==> config.mk <==
export PLATFORM = sky130hd
export DESIGN_NAME = spi_xfer_sequencer
export DESIGN_NICKNAME = d
export VERILOG_FILES = /design/src/rtl/spi_xfer_sequencer.sv
export SDC_FILE = /design/constraint.sdc
export NUM_CORES = 1
export LEC_CHECK = 0
export BUFFER_PORTS_ARGS = -buffer_cell sky130_fd_sc_hd__buf_2
export CORE_MARGIN = 2
export CORE_UTILIZATION = 49
export DETAILED_ROUTE_END_ITERATION = 16
export HOLD_SLACK_MARGIN = 0.05
export MAX_ROUTING_LAYER = met4
export PLACE_DENSITY_LB_ADDON = 0.2
export SYNTH_ARGS = -nofsm -noshare
export SYNTH_HDL_FRONTEND = slang
export SYNTH_SLANG_ARGS = --single-unit
==> constraint.sdc <==
create_clock -name i_Clk -period 1.8 [get_ports i_Clk]
set_input_delay 0.36 -clock i_Clk [delete_from_list [all_inputs] [get_ports i_Clk]]
set_output_delay 0.36 -clock i_Clk [all_outputs]
set_load 0.01 [all_outputs]
==> src/rtl/spi_xfer_sequencer.sv <==
// spi_xfer_sequencer: queues whole chip-select transactions into a multi-CS SPI master and buffers RX bytes.
// Optional statistics counters (o_Xfer_Total, o_Drop_Total) exist only when SPI_XFER_SEQ_STATS_EN is defined.
module spi_xfer_sequencer #(
  parameter int MAX_BYTES_PER_CS = 2,
  parameter int NUM_SLAVES       = 4,
  parameter int RX_FIFO_DEPTH    = 4
) (
  input  logic                                  i_Clk,
  input  logic                                  i_Rst,
  input  logic                                  i_Cmd_Valid,
  output logic                                  o_Cmd_Ready,
  input  logic [$clog2(NUM_SLAVES)-1:0]         i_Cmd_Slave,
  input  logic [$clog2(MAX_BYTES_PER_CS+1)-1:0] i_Cmd_Count,
  output logic                                  o_Cmd_Err,
  input  logic                                  i_Wr_Valid,
  input  logic [7:0]                            i_Wr_Byte,
  output logic                                  o_Wr_Ready,
  output logic                                  o_Rd_Valid,
  output logic [7:0]                            o_Rd_Byte,
  input  logic                                  i_Rd_Ready,
  output logic [$clog2(MAX_BYTES_PER_CS+1)-1:0] o_TX_Count,
  output logic [$clog2(NUM_SLAVES)-1:0]         o_Slave_Select,
  output logic [7:0]                            o_TX_Byte,
  output logic                                  o_TX_DV,
  input  logic                                  i_TX_Ready,
  input  logic                                  i_RX_DV,
  input  logic [7:0]                            i_RX_Byte,
  output logic                                  o_Busy,
  output logic                                  o_Done,
`ifdef SPI_XFER_SEQ_STATS_EN
  output logic [15:0]                           o_Xfer_Total,
  output logic [15:0]                           o_Drop_Total,
`endif
  output logic                                  o_Overflow
);

  localparam int CW = $clog2(MAX_BYTES_PER_CS + 1);
  localparam int SW = $clog2(NUM_SLAVES);
  localparam int AW = $clog2(RX_FIFO_DEPTH);
  localparam int PW = AW + 1;
  localparam logic [CW-1:0] MAX_C = CW'(MAX_BYTES_PER_CS);
  localparam logic [CW-1:0] ONE_C = CW'(1);

  typedef enum logic [1:0] {
    S_IDLE  = 2'd0,
    S_ISSUE = 2'd1,
    S_DRAIN = 2'd2,
    S_DONE  = 2'd3
  } state_t;

  state_t          r_state;
  state_t          w_next;
  logic [SW-1:0]   r_slave;
  logic [CW-1:0]   r_tx_count;
  logic [CW-1:0]   r_tx_left;
  logic [CW-1:0]   r_rx_left;
  logic [1:0]      r_guard;
  logic [7:0]      r_tx_byte;
  logic            r_tx_dv;
  logic            r_cmd_err;
  logic            r_overflow;
  logic [PW-1:0]   r_wr_ptr;
  logic [PW-1:0]   r_rd_ptr;
  logic [7:0]      r_mem [RX_FIFO_DEPTH];

  logic w_cmd_fire;
  logic w_cmd_ok;
  logic w_may_issue;
  logic w_issue;
  logic w_rx_take;
  logic w_full;
  logic w_empty;
  logic w_pop;
  logic w_push;
  logic w_drop;

  assign w_cmd_fire  = (r_state == S_IDLE) && i_Cmd_Valid;
  assign w_cmd_ok    = (i_Cmd_Count != '0) && (i_Cmd_Count <= MAX_C);
  // The master drops ready one cycle after DV, so the guard masks i_TX_Ready until it is trustworthy.
  assign w_may_issue = (r_state == S_ISSUE) && (r_tx_left != '0) && (r_guard == 2'd0)
                       && i_TX_Ready && !r_tx_dv;
  assign w_issue     = w_may_issue && i_Wr_Valid;
  assign w_rx_take   = i_RX_DV && ((r_state == S_ISSUE) || (r_state == S_DRAIN));

  assign w_empty = (r_wr_ptr == r_rd_ptr);
  assign w_full  = (r_wr_ptr[AW] != r_rd_ptr[AW]) && (r_wr_ptr[AW-1:0] == r_rd_ptr[AW-1:0]);
  assign w_pop   = !w_empty && i_Rd_Ready;
  assign w_push  = w_rx_take && (!w_full || w_pop);
  assign w_drop  = w_rx_take && w_full && !w_pop;

  always_ff @(posedge i_Clk) begin
    if (i_Rst) begin
      r_state <= S_IDLE;
    end else begin
      r_state <= w_next;
    end
  end

  always_comb begin
    w_next = r_state;
    case (r_state)
      S_IDLE: begin
        if (w_cmd_fire && w_cmd_ok) begin
          w_next = S_ISSUE;
        end else begin
          w_next = S_IDLE;
        end
      end
      S_ISSUE: begin
        if (r_tx_left == '0) begin
          w_next = S_DRAIN;
        end else begin
          w_next = S_ISSUE;
        end
      end
      S_DRAIN: begin
        if (r_rx_left == '0) begin
          w_next = S_DONE;
        end else begin
          w_next = S_DRAIN;
        end
      end
      S_DONE:  w_next = S_IDLE;
      default: w_next = S_IDLE;
    endcase
  end

  always_comb begin
    o_Cmd_Ready = 1'b0;
    o_Busy      = 1'b1;
    o_Done      = 1'b0;
    case (r_state)
      S_IDLE: begin
        o_Cmd_Ready = 1'b1;
        o_Busy      = 1'b0;
      end
      S_DONE:  o_Done = 1'b1;
      default: o_Done = 1'b0;
    endcase
  end

  // Command latch, byte issue, remaining-byte counters and DV guard.
  always_ff @(posedge i_Clk) begin
    if (i_Rst) begin
      r_slave    <= '0;
      r_tx_count <= '0;
      r_tx_left  <= '0;
      r_rx_left  <= '0;
      r_guard    <= 2'd0;
      r_tx_byte  <= 8'h00;
      r_tx_dv    <= 1'b0;
      r_cmd_err  <= 1'b0;
    end else begin
      r_cmd_err <= w_cmd_fire && !w_cmd_ok;
      r_tx_dv   <= w_issue;
      if (w_cmd_fire && w_cmd_ok) begin
        r_slave    <= i_Cmd_Slave;
        r_tx_count <= i_Cmd_Count;
        r_tx_left  <= i_Cmd_Count;
        r_rx_left  <= i_Cmd_Count;
      end else begin
        if (w_issue) begin
          r_tx_left <= r_tx_left - ONE_C;
        end
        if (w_rx_take && (r_rx_left != '0)) begin
          r_rx_left <= r_rx_left - ONE_C;
        end
      end
      if (w_issue) begin
        r_tx_byte <= i_Wr_Byte;
        r_guard   <= 2'd2;
      end else if (r_guard != 2'd0) begin
        r_guard <= r_guard - 2'd1;
      end
    end
  end

  always_ff @(posedge i_Clk) begin
    if (i_Rst) begin
      r_wr_ptr   <= '0;
      r_rd_ptr   <= '0;
      r_overflow <= 1'b0;
    end else begin
      if (w_push) begin
        r_wr_ptr <= r_wr_ptr + PW'(1);
      end
      if (w_pop) begin
        r_rd_ptr <= r_rd_ptr + PW'(1);
      end
      if (w_drop) begin
        r_overflow <= 1'b1;
      end
    end
  end

  // Storage needs no reset: the read port is masked while the FIFO is empty.
  always_ff @(posedge i_Clk) begin
    if (w_push) begin
      r_mem[r_wr_ptr[AW-1:0]] <= i_RX_Byte;
    end
  end

  assign o_Rd_Valid     = !w_empty;
  assign o_Rd_Byte      = w_empty ? 8'h00 : r_mem[r_rd_ptr[AW-1:0]];
  assign o_Wr_Ready     = w_may_issue;
  assign o_Cmd_Err      = r_cmd_err;
  assign o_TX_DV        = r_tx_dv;
  assign o_TX_Byte      = r_tx_byte;
  assign o_TX_Count     = r_tx_count;
  assign o_Slave_Select = r_slave;
  assign o_Overflow     = r_overflow;

`ifdef SPI_XFER_SEQ_STATS_EN
  logic [15:0] r_xfer_total;
  logic [15:0] r_drop_total;

  // Transfer total wraps; drop total saturates.
  always_ff @(posedge i_Clk) begin
    if (i_Rst) begin
      r_xfer_total <= 16'd0;
      r_drop_total <= 16'd0;
    end else begin
      if (r_state == S_DONE) begin
        r_xfer_total <= r_xfer_total + 16'd1;
      end
      if (w_drop && (r_drop_total != 16'hFFFF)) begin
        r_drop_total <= r_drop_total + 16'd1;
      end
    end
  end

  assign o_Xfer_Total = r_xfer_total;
  assign o_Drop_Total = r_drop_total;
`endif

endmodule

==> results.toml, run 1 <==
[run_status]
status = "finished with violations"
violations = "negative setup slack"

[clock_network]
cts.sinks = 63
ctsLongestPathBuffers = 2
cts-root-buf = "clkbuf_8"
path_clk_slew_ns = 0.08
cts_tree = "yes"
cts_made_buffers = 9
cts_max_level = 3
clock_latency_ns = 0.33
hold_buffers = 0

[timing]
fmax_mhz = 509
worst_slew_pin_slew_ns = 0.405
min_period_ns = 1.97
rsz0062_at_grt = "true"
maxSlewHeadroom_pct = 72.8
layout_setup_ws_ns = -0.166
finalSetupViolations = 8
fin_worst_skew_ns = 0.00703
drv_slew = 0
final.period_utilization_pct = 109
hold_viol = 0

[routing]
ant_nets = 0
drc = 0
finalWirelength_mm = 5.20
wl_per_cell_um = 14.3
viasPerCell = 4.96
vias = 1801
drt-pass1-iter-count = 4
drt-initial-drc-count = 122

[floorplanning]
io_pins = 55
fp.dieH_um = 77.7
start_util_pct = 51.5
die_w_um = 77.7
dieArea_um2 = 6040
std_cell_rows = 26
coreArea_um2 = 5170

[setup_path]
critPathTopFamily = "multiplexers"
cp_cell_sequence = "buf_12 -> mux4_2 -> nor2b_1 -> buf_2"
crit_required_ns = 1.44
critPathCaptureType = "primary output"
worst-path-buf-inv = 2
critPathMaxFanout = 8
slowest_delay_ns = 0.52
critPathKind = "reg2out"
arrival_ns = 1.61
slowest_stage = "mux4_2"
crit_path_start_kind = "flip-flop"

[power]
power.density_nw_per_um2 = 973
p_sw_share_pct = 24.9
p_int_mw = 2.62
clkPwrFrac_pct = 39.6
leakage_nw = 1.45
combPwrFrac_pct = 15.1
power.switching_mw = 0.868
p_seq_share_pct = 45.3
peakVddDrop_uv = 514

[placed_design]
dpl_cell_area_um2 = 3140
gp_congestion = 0.785
hpwlAfterDp_mm = 3.52
portBuffers = 54

[global_routing]
grt_pass1_wl_mm = 8.16
grt_max_degree = 32
grt_usage_pct = 18.4
antenna_found_initial = 0
grt_pass1_vias = 1715
gr-total-overflow = 0

[cells_and_area]
nets = 327
drive_gt1_share_pct = 46.4
fillers = 372
syn_to_final_growth_pct = 34.6
multi_input_area_um2 = 1120
ff_latch_area_um2 = 1610
utilization_pct = 69.3
design_area_um2 = 3580
diodes = 0

[synth]
ys_top_cells_by_count = "edfxtp_1 (32), dfxtp_1 (31), nor2_1 (17)"
syn_nets = 242
syn-cell-area_um2 = 2660
yosys.area.top_type = "edfxtp_1"
ys_async_sr_fraction_pct = 0
synth_edf_count = 32
yosys_register_bits = 63
ys_seq_area_share_pct = 59.4
netlist_instances = 203
synth.distinct_cells = 37
syn_area_per_cell_um2 = 13.1
ys_warn_count = 0
yosysTopAreaCellShare_pct = 36.1
ys.flop_type = "edfxtp_1"
ys_top_cells_by_area = "edfxtp_1 (36%), dfxtp_1 (23%), mux4_2 (6.8%)"
synthMostInstantiatedCell = "edfxtp_1"

[flow_run]
maxCapViolations = 0

[worst_hold_path]
hold_class = "in2reg"
stage by stage:
step / instances / worst slack, ns / hold WS [ns] / power, mW / TNS, ns
finish: 363 / -0.166 / 0.248 / 3.49 / -1.02
global route: 363 / -0.234 / 0.228 / 3.64 / -1.71
CTS: 355 / -0.197 / 0.229 / 3.46 / -1.31
detailed placement: 337 / 0.0507 / 0.451 / 2.05 / 0
global placement: 337 / 0.0867 / 0.444 / 2.04 / 0
floorplan: 203 / 0.0592 / 0.459 / 1.87 / 0
power groups by stage:
| stage | registers, mW | logic [mW] | clock network (mW) |
|---|---|---|---|
| detailed placement | 1.61 | 0.443 | 0 |
| finish | 1.58 | 0.525 | 1.38 |
| global placement | 1.61 | 0.437 | 0 |
| CTS | 1.58 | 0.468 | 1.42 |
| global route | 1.58 | 0.574 | 1.48 |
| floorplan | 1.61 | 0.262 | 0 |
cell usage in the layout (no fill, tap or decap), types with 2 or more instances in the layout:
cell	Yosys	final
xnor2_1	5	5
nand2b_1	2	2
nor3_1	4	2
buf_2	1	55
edfxtp_1	32	32
ha_1	12	10
nor2_1	17	17
dfxtp_2	0	5
inv_6	0	3
buf_12	0	2
ha_4	0	2
buf_4	0	24
nand2_1	13	12
mux2i_1	10	10
mux4_2	8	8
dfxtp_4	0	5
o31ai_1	2	2
nand3_1	3	3
bufinv_16	0	2
a21oi_1	8	8
and2_4	0	4
xor2_1	5	2
xor2_4	0	3
dfxtp_1	31	21
inv_2	0	3
a211oi_1	2	2
nor2b_1	10	10
inv_1	12	9
clkbuf_8	0	9
nand4b_1	2	2
cell type report:
type                            instances  area share [%]
Clock buffer                            9            3.46
Multi-Input combinational cell        121            31.3
Timing Repair Buffer                   81            13.8
Inverter                               12            1.26
Sequential cell                        63            44.8
Clock inverter                          7            2.86
Tap cell                               70            2.44
path summary, 6_finish.rpt:
check | start | endpoint | slack, ns | cells past startpoint
worst max-delay path | flip-flop | o_Rd_Byte[4] | -0.17 | 4
worst min-delay path | i_RX_Byte[3] | r_mem[1][3]$_DFFE_PP_ | 0.25 | 1
worst max register to register | flip-flop | r_mem[1][6]$_DFFE_PP_ | 0.10 | 6
worst min register to register | o_TX_Count[1]$_SDFFE_PP0P_ | o_TX_Count[1]$_SDFFE_PP0P_ | 0.46 | 2
worst reg2reg max path, cell delays in order (launching register included):
cell     delay (ns)
dfxtp_1        0.35
inv_2          0.07
ha_1           0.30
nand2_2        0.08
a41oi_4        0.29
and2_4         0.20
buf_4          0.14
flip-flops by register name, summed over array words and instances (netlist names), named ones only:
register,count
o_TX_Byte,8
r_rd_ptr,3
o_Overflow,1
o_TX_DV,1
o_Slave_Select,2
r_tx_left,2
r_guard,2
r_wr_ptr,3
r_rx_left,2
r_state,1
o_Cmd_Err,1
o_TX_Count,2
r_mem,32
metal layers:
metal  global-route usage, %  share of wire, %
met3                    4.19               3.6
met1                    21.9                44
met2                    29.7                51
met5                       -                 0
met4                    8.57               2.0
cells by family (layout without fill, tap and decap cells):
kind of cell               count (synthesis)  in the layout  share of synthesized area, %
and+or+nand+nor                           63             63                          13.6
AOI/OAI and AO/OA                         18             18                          4.56
buffers and inverters                     19            109                          3.01
xor gates and xnor gates                  10             10                          3.29
DFF                                       63             63                          59.4
muxes                                     18             18                          10.5
adders and majority gates                 12             12                          5.64
repair_timing:
item / in CTS / in global routing
gates resized for setup: 12 / 26
buffers inserted: 1 / 8
pin swaps: 2 / 7
setup endpoints to repair: 10 / 46
cloned: 1 / 0
Note: power is estimated with default switching activity, not from simulation.
==> inputs of run 2 (changes only) <==
--- a/config.mk
+++ b/config.mk
@@ -5,6 +5,7 @@
 export SDC_FILE = /design/constraint.sdc
 export NUM_CORES = 1
 export LEC_CHECK = 0
+export ABC_AREA = 1
 export BUFFER_PORTS_ARGS = -buffer_cell sky130_fd_sc_hd__buf_2
 export CORE_MARGIN = 2
 export CORE_UTILIZATION = 49
==> results.toml, run 2 <==
[routing]
finalWirelength_mm = 5.49
drc = 0
viasPerCell = 4.81
drt-initial-drc-count = 93
ant_nets = 0
drt-pass1-iter-count = 4
vias = 2067
wl_per_cell_um = 12.8

[timing]
hold_viol = 0
maxSlewHeadroom_pct = 65.2
final.period_utilization_pct = 98.7
hold_ws_ns = 0.212
fin_setup_tns_ns = 0
finalSetupViolations = 0
fmax_mhz = 563
worst_slew_pin_slew_ns = 0.522
fin_worst_skew_ns = 0.00748
rsz0062_at_grt = "true"
min_period_ns = 1.78
layout_setup_ws_ns = 0.0239
drv_slew = 0

[cells_and_area]
utilization_pct = 61.8
drive_gt1_share_pct = 31.8
layout_commonest_cell = "nand2_1"
nets = 392
syn_to_final_growth_pct = 21.5
largest_reg_flops = 32
layout_common_cells = "nand2_1 (61), buf_2 (53), inv_1 (33), edfxtp_1 (32), dfxtp_1 (25)"
diodes = 0

[floorplanning]
fp.dieH_um = 79.6
dieArea_um2 = 6340
start_util_pct = 50.9
std_cell_rows = 27
coreArea_um2 = 5510
die_w_um = 79.6
io_pins = 55

[setup_path]
slowest_delay_ns = 0.40
crit_path_start_kind = "flip-flop"
critPathKind = "reg2out"
slowest_stage = "dfxtp_4"
cp_cell_sequence = "buf_6 -> mux2i_2 -> o22ai_1 -> nand2_1 -> inv_1 -> buf_2"
critPathMaxFanout = 8
critPathCaptureType = "primary output"
crit_required_ns = 1.44
r2r_cells = 7
arrival_ns = 1.42

[clock_network]
cts_made_buffers = 9
path_clk_slew_ns = 0.07
ctsLongestPathBuffers = 2
cts_max_level = 3
clock_latency_ns = 0.33
cts_tree = "yes"
cts-root-buf = "clkbuf_8"
cts.sinks = 63

[synth]
ys_top_cells_by_count = "nand2_1 (61), inv_1 (34), edfxtp_1 (32)"
yosysTopAreaCellShare_pct = 34.3
ys.flop_type = "edfxtp_1"
ys_seq_area_share_pct = 56.4
yosys_register_bits = 63
syn_nets = 324
ys_top_cells_by_area = "edfxtp_1 (34%), dfxtp_1 (22%), nand2_1 (8.2%)"
netlist_instances = 285
syn_area_per_cell_um2 = 9.83
synthMostInstantiatedCell = "nand2_1"
synth_edf_count = 32
syn-cell-area_um2 = 2800
yosys.area.top_type = "edfxtp_1"
ys_warn_count = 0
synth.distinct_cells = 27
ys_async_sr_fraction_pct = 0

[power]
peakVddDrop_uv = 808
power.density_nw_per_um2 = 1380
leakage_nw = 1.59

[placed_design]
portBuffers = 54
pre_cts_ws_ns = 0.191
hpwlAfterDp_mm = 3.91
gp_congestion = 0.806

[global_routing]
grt_pass1_wl_mm = 9.15
gr-total-overflow = 0
grt_usage_pct = 19.8
grt_max_degree = 17
grt_pass1_vias = 1976
antenna_found_initial = 0

[worst_hold_path]
min_path_cells = 3
hold_class = "in2reg"

[run_status]
status = "complete, no violations"

[flow_run]
maxCapViolations = 0
-- run 2: cell count changes in the layout (fill, tap and decap cells not counted), moves of 7 or more --
cell	change
nand2_1	+49
mux4_2	-8
o22ai_1	+7
o21ai_0	+10
nand3_1	+17
inv_1	+24
nor2b_1	-10
buf_4	-15
-- run 2: worst paths after layout --
kind,endpoint,slack [ns],from
worst max-delay path,o_Rd_Byte[2],0.02,flip-flop
worst min-delay path,o_TX_Byte[0]$_SDFFE_PP0P_,0.21,i_Wr_Byte[0]
worst max register to register,r_mem[3][0]$_DFFE_PP_,0.21,r_state[0]$_SDFF_PP0_
worst min register to register,o_TX_Count[0]$_SDFFE_PP0P_,0.46,o_TX_Count[0]$_SDFFE_PP0P_
-- run 2: kinds of logic after synthesis --
family	after synthesis	share of synthesized area, %
flops	63	56.4
buf+inv	45	7.10
mux	8	2.86
simple gates	121	20.4
xor+xnor	2	0.625
fa+ha+maj	12	5.36
compound gates	34	7.28
-- run 2: per-stage QoR --
step	power (mW)	instances	area, um^2
5_1_grt	5.04	430	3400
2_1_floorplan	3.04	285	2800
6_report	4.71	430	3400
4_1_cts	4.68	430	3370
3_3_place_gp	3.46	412	3170
3_5_place_dp	3.50	412	3170
-- run 2: final cells by class --
class	instances	area (um^2)
inverter	37	143
tap	72	90.1
clock inverter	4	22.5
timing repair buffer	65	367
fill	470	2100
clock buffer	12	145
sequential	63	1590
multi-input combinational	177	1040
-- run 2: report_power, final --
group	internal, mW	total, mW	switching, mW
logic	0.777	1.80	1.02
registers	1.71	1.87	0.159
clock network	0.530	1.04	0.507
-- run 2: repair_timing --
| item | CTS | global route |
|---|---|---|
| resized for setup | 10 | 8 |
| hold buffers | 0 | 0 |
| buffers inserted | 2 | 0 |
| setup endpoints to repair | 9 | 9 |
| pin swaps | 2 | 1 |
-- run 2: layer usage --
layer / part of all wire, % / global-route usage, % / routed length, um / vias up
met5: 0 / - / 0 / -
met4: 1.6 / 9.83 / 89 / 0
met1: 44 / 23.1 / 2430 / 941
met3: 4.9 / 4.19 / 270 / 10
li1: - / - / - / 1066
met2: 49 / 32.5 / 2710 / 50
-- run 2: worst max-delay path: cells and delay by family (launching register included) --
family / cells / cell delay [ns]
AND/OR/NAND/NOR: 1 / 0.07
buffers and inverters: 3 / 0.30
flip-flops: 1 / 0.40
multiplexers: 1 / 0.22
AO/OA/AOI/OAI: 1 / 0.09
==> inputs of run 3 (changes only) <==
--- a/config.mk
+++ b/config.mk
@@ -8,7 +8,7 @@
 export ABC_AREA = 1
 export BUFFER_PORTS_ARGS = -buffer_cell sky130_fd_sc_hd__buf_2
 export CORE_MARGIN = 2
-export CORE_UTILIZATION = 49
+export CORE_UTILIZATION = 54
 export DETAILED_ROUTE_END_ITERATION = 16
 export HOLD_SLACK_MARGIN = 0.05
 export MAX_ROUTING_LAYER = met4
==> constraint.sdc (replaced) <==
create_clock -name i_Clk -period 1.7 [get_ports i_Clk]
set_input_delay 0.34 -clock i_Clk [delete_from_list [all_inputs] [get_ports i_Clk]]
set_output_delay 0.34 -clock i_Clk [all_outputs]
set_load 0.01 [all_outputs]
==> results.toml, run 3 (synthesized netlist as in run 2, its figures left out) <==
[run_status]
status = "finished with violations"
violations = "negative setup slack"

[setup_path]
reg2reg_to = "r_mem[2][1]$_DFFE_PP_"
crit_required_ns = 1.36
cp_cell_sequence = "buf_12 -> clkinvlp_4 -> nor2_1 -> o22ai_1 -> nand2_1 -> inv_1 -> buf_2"
critPathCaptureType = "primary output"
reg2reg_slack_ns = 0.17
reg2reg_from = "r_state[0]$_SDFF_PP0_"
slowest_delay_ns = 0.37
arrival_ns = 1.50
critPathKind = "reg2out"
crit_path_start_kind = "flip-flop"
r2r_cells = 7
critPathMaxFanout = 8
slowest_stage = "dfxtp_4"

[floorplanning]
io_pins = 55
fp.dieH_um = 76.0
coreArea_um2 = 5040
start_util_pct = 55.6
die_w_um = 76.0
std_cell_rows = 26
dieArea_um2 = 5780

[clock_network]
cts_tree = "yes"
ctsLongestPathBuffers = 2
cts.sinks = 63
cts_made_buffers = 9
path_clk_slew_ns = 0.06
cts-root-buf = "clkbuf_8"
cts_max_level = 3
clock_latency_ns = 0.32

[worst_hold_path]
min_path_cells = 3
hold_end = "o_TX_Byte[4]$_SDFFE_PP0P_"
hp-start = "i_Wr_Byte[4]"
hold_class = "in2reg"

[cells_and_area]
nets = 397
syn_to_final_growth_pct = 24.6
design_area_um2 = 3490
layout_common_cells = "nand2_1 (60), buf_2 (53), edfxtp_1 (32), inv_1 (31), dfxtp_1 (23)"
utilization_pct = 69.3
layout_commonest_cell = "nand2_1"
largest_reg_flops = 32
diodes = 0
drive_gt1_share_pct = 34.2

[routing]
vias = 2101
viasPerCell = 4.85
wl_per_cell_um = 13.0
ant_nets = 0
drc = 0
drt-initial-drc-count = 174
drt-pass1-iter-count = 4
finalWirelength_mm = 5.61

[power]
leakage_nw = 1.63
power.density_nw_per_um2 = 1520
peakVddDrop_uv = 958
total_power_mw = 5.29

[global_routing]
grt_max_degree = 15
grt_pass1_wl_mm = 9.05
grt_pass1_vias = 1940
gr-total-overflow = 0
grt_usage_pct = 20.9
antenna_found_initial = 0

[timing]
maxSlewHeadroom_pct = 85.1
min_period_ns = 1.84
hold_ws_ns = 0.204
hold_viol = 0
fin_worst_skew_ns = 0.00720
worst_slew_pin_slew_ns = 0.217
final.period_utilization_pct = 108
rsz0062_at_grt = "true"
finalSetupViolations = 9
drv_slew = 0
layout_setup_ws_ns = -0.142
fmax_mhz = 543

[placed_design]
portBuffers = 54
gp_congestion = 0.794
hpwlAfterDp_mm = 3.83
dpl_cell_area_um2 = 3180

[flow_run]
maxCapViolations = 0
==> run 3: per-layer routing <==
layer | routed length, um | global-route usage (%) | part of all wire [%]
met2 | 2940 | 36.1 | 52
met5 | 0 | - | 0
met1 | 2410 | 23.7 | 43
met4 | 49 | 7.64 | 0.87
met3 | 213 | 5.45 | 3.8
==> run 3: stage by stage <==
step	setup TNS, ns	setup slack (ns)	cells
4_1_cts	-1.00	-0.137	429
2_1_floorplan	-1.72	-0.0539	285
3_3_place_gp	0	0.126	410
5_1_grt	-2.15	-0.269	433
3_5_place_dp	0	0.0889	410
6_report	-1.07	-0.142	433
==> run 3: critical path, delay by kind of cell (launching register included) <==
kind / cells / cell delay (ns)
AO/OA/AOI/OAI: 1 / 0.10
AND/OR/NAND/NOR: 2 / 0.22
flip-flops: 1 / 0.37
buffers and inverters: 4 / 0.48
==> run 3: worst max-delay path by stage <==
stage / cells past startpoint / slack [ns] / start / to
after CTS: 7 / -0.14 / flip-flop / o_Rd_Byte[2]
after global placement: 7 / 0.13 / r_state[0]$_SDFF_PP0_ / r_mem[3][3]$_DFFE_PP_
final: 7 / -0.14 / flip-flop / o_Rd_Byte[7]
after global routing: 7 / -0.27 / flip-flop / o_Rd_Byte[6]
after detailed placement: 7 / 0.09 / r_state[0]$_SDFF_PP0_ / r_mem[2][6]$_DFFE_PP_
after floorplan: 6 / -0.05 / r_state[0]$_SDFF_PP0_ / r_mem[0][0]$_DFFE_PP_
==> run 3: area by class of cell <==
type / instances / area [um^2]
Sequential cell: 63 / 1590
Tap cell: 70 / 87.6
Clock buffer: 11 / 131
Inverter: 37 / 143
Fill cell: 401 / 1550
Clock inverter: 5 / 48.8
Timing Repair Buffer: 69 / 434
Multi-Input combinational cell: 178 / 1050
==> run 3: power breakdown <==
part	total [mW]	internal, mW	switching (mW)	leakage, nW
logic	2.14	0.935	1.20	0.987
clock network	1.19	0.665	0.523	0.0945
registers	1.97	1.81	0.156	0.544
==> run 3: repair_timing <==
| item | CTS | global route |
|---|---|---|
| endpoints found under the setup margin | 10 | 42 |
| gates resized for setup | 15 | 8 |
| pin swaps | 3 | 3 |
| setup buffers | 2 | 3 |
| endpoints found under the hold margin | 0 | 0 |
| gates cloned | 1 | 1 |
| hold buffers | 0 | 0 |
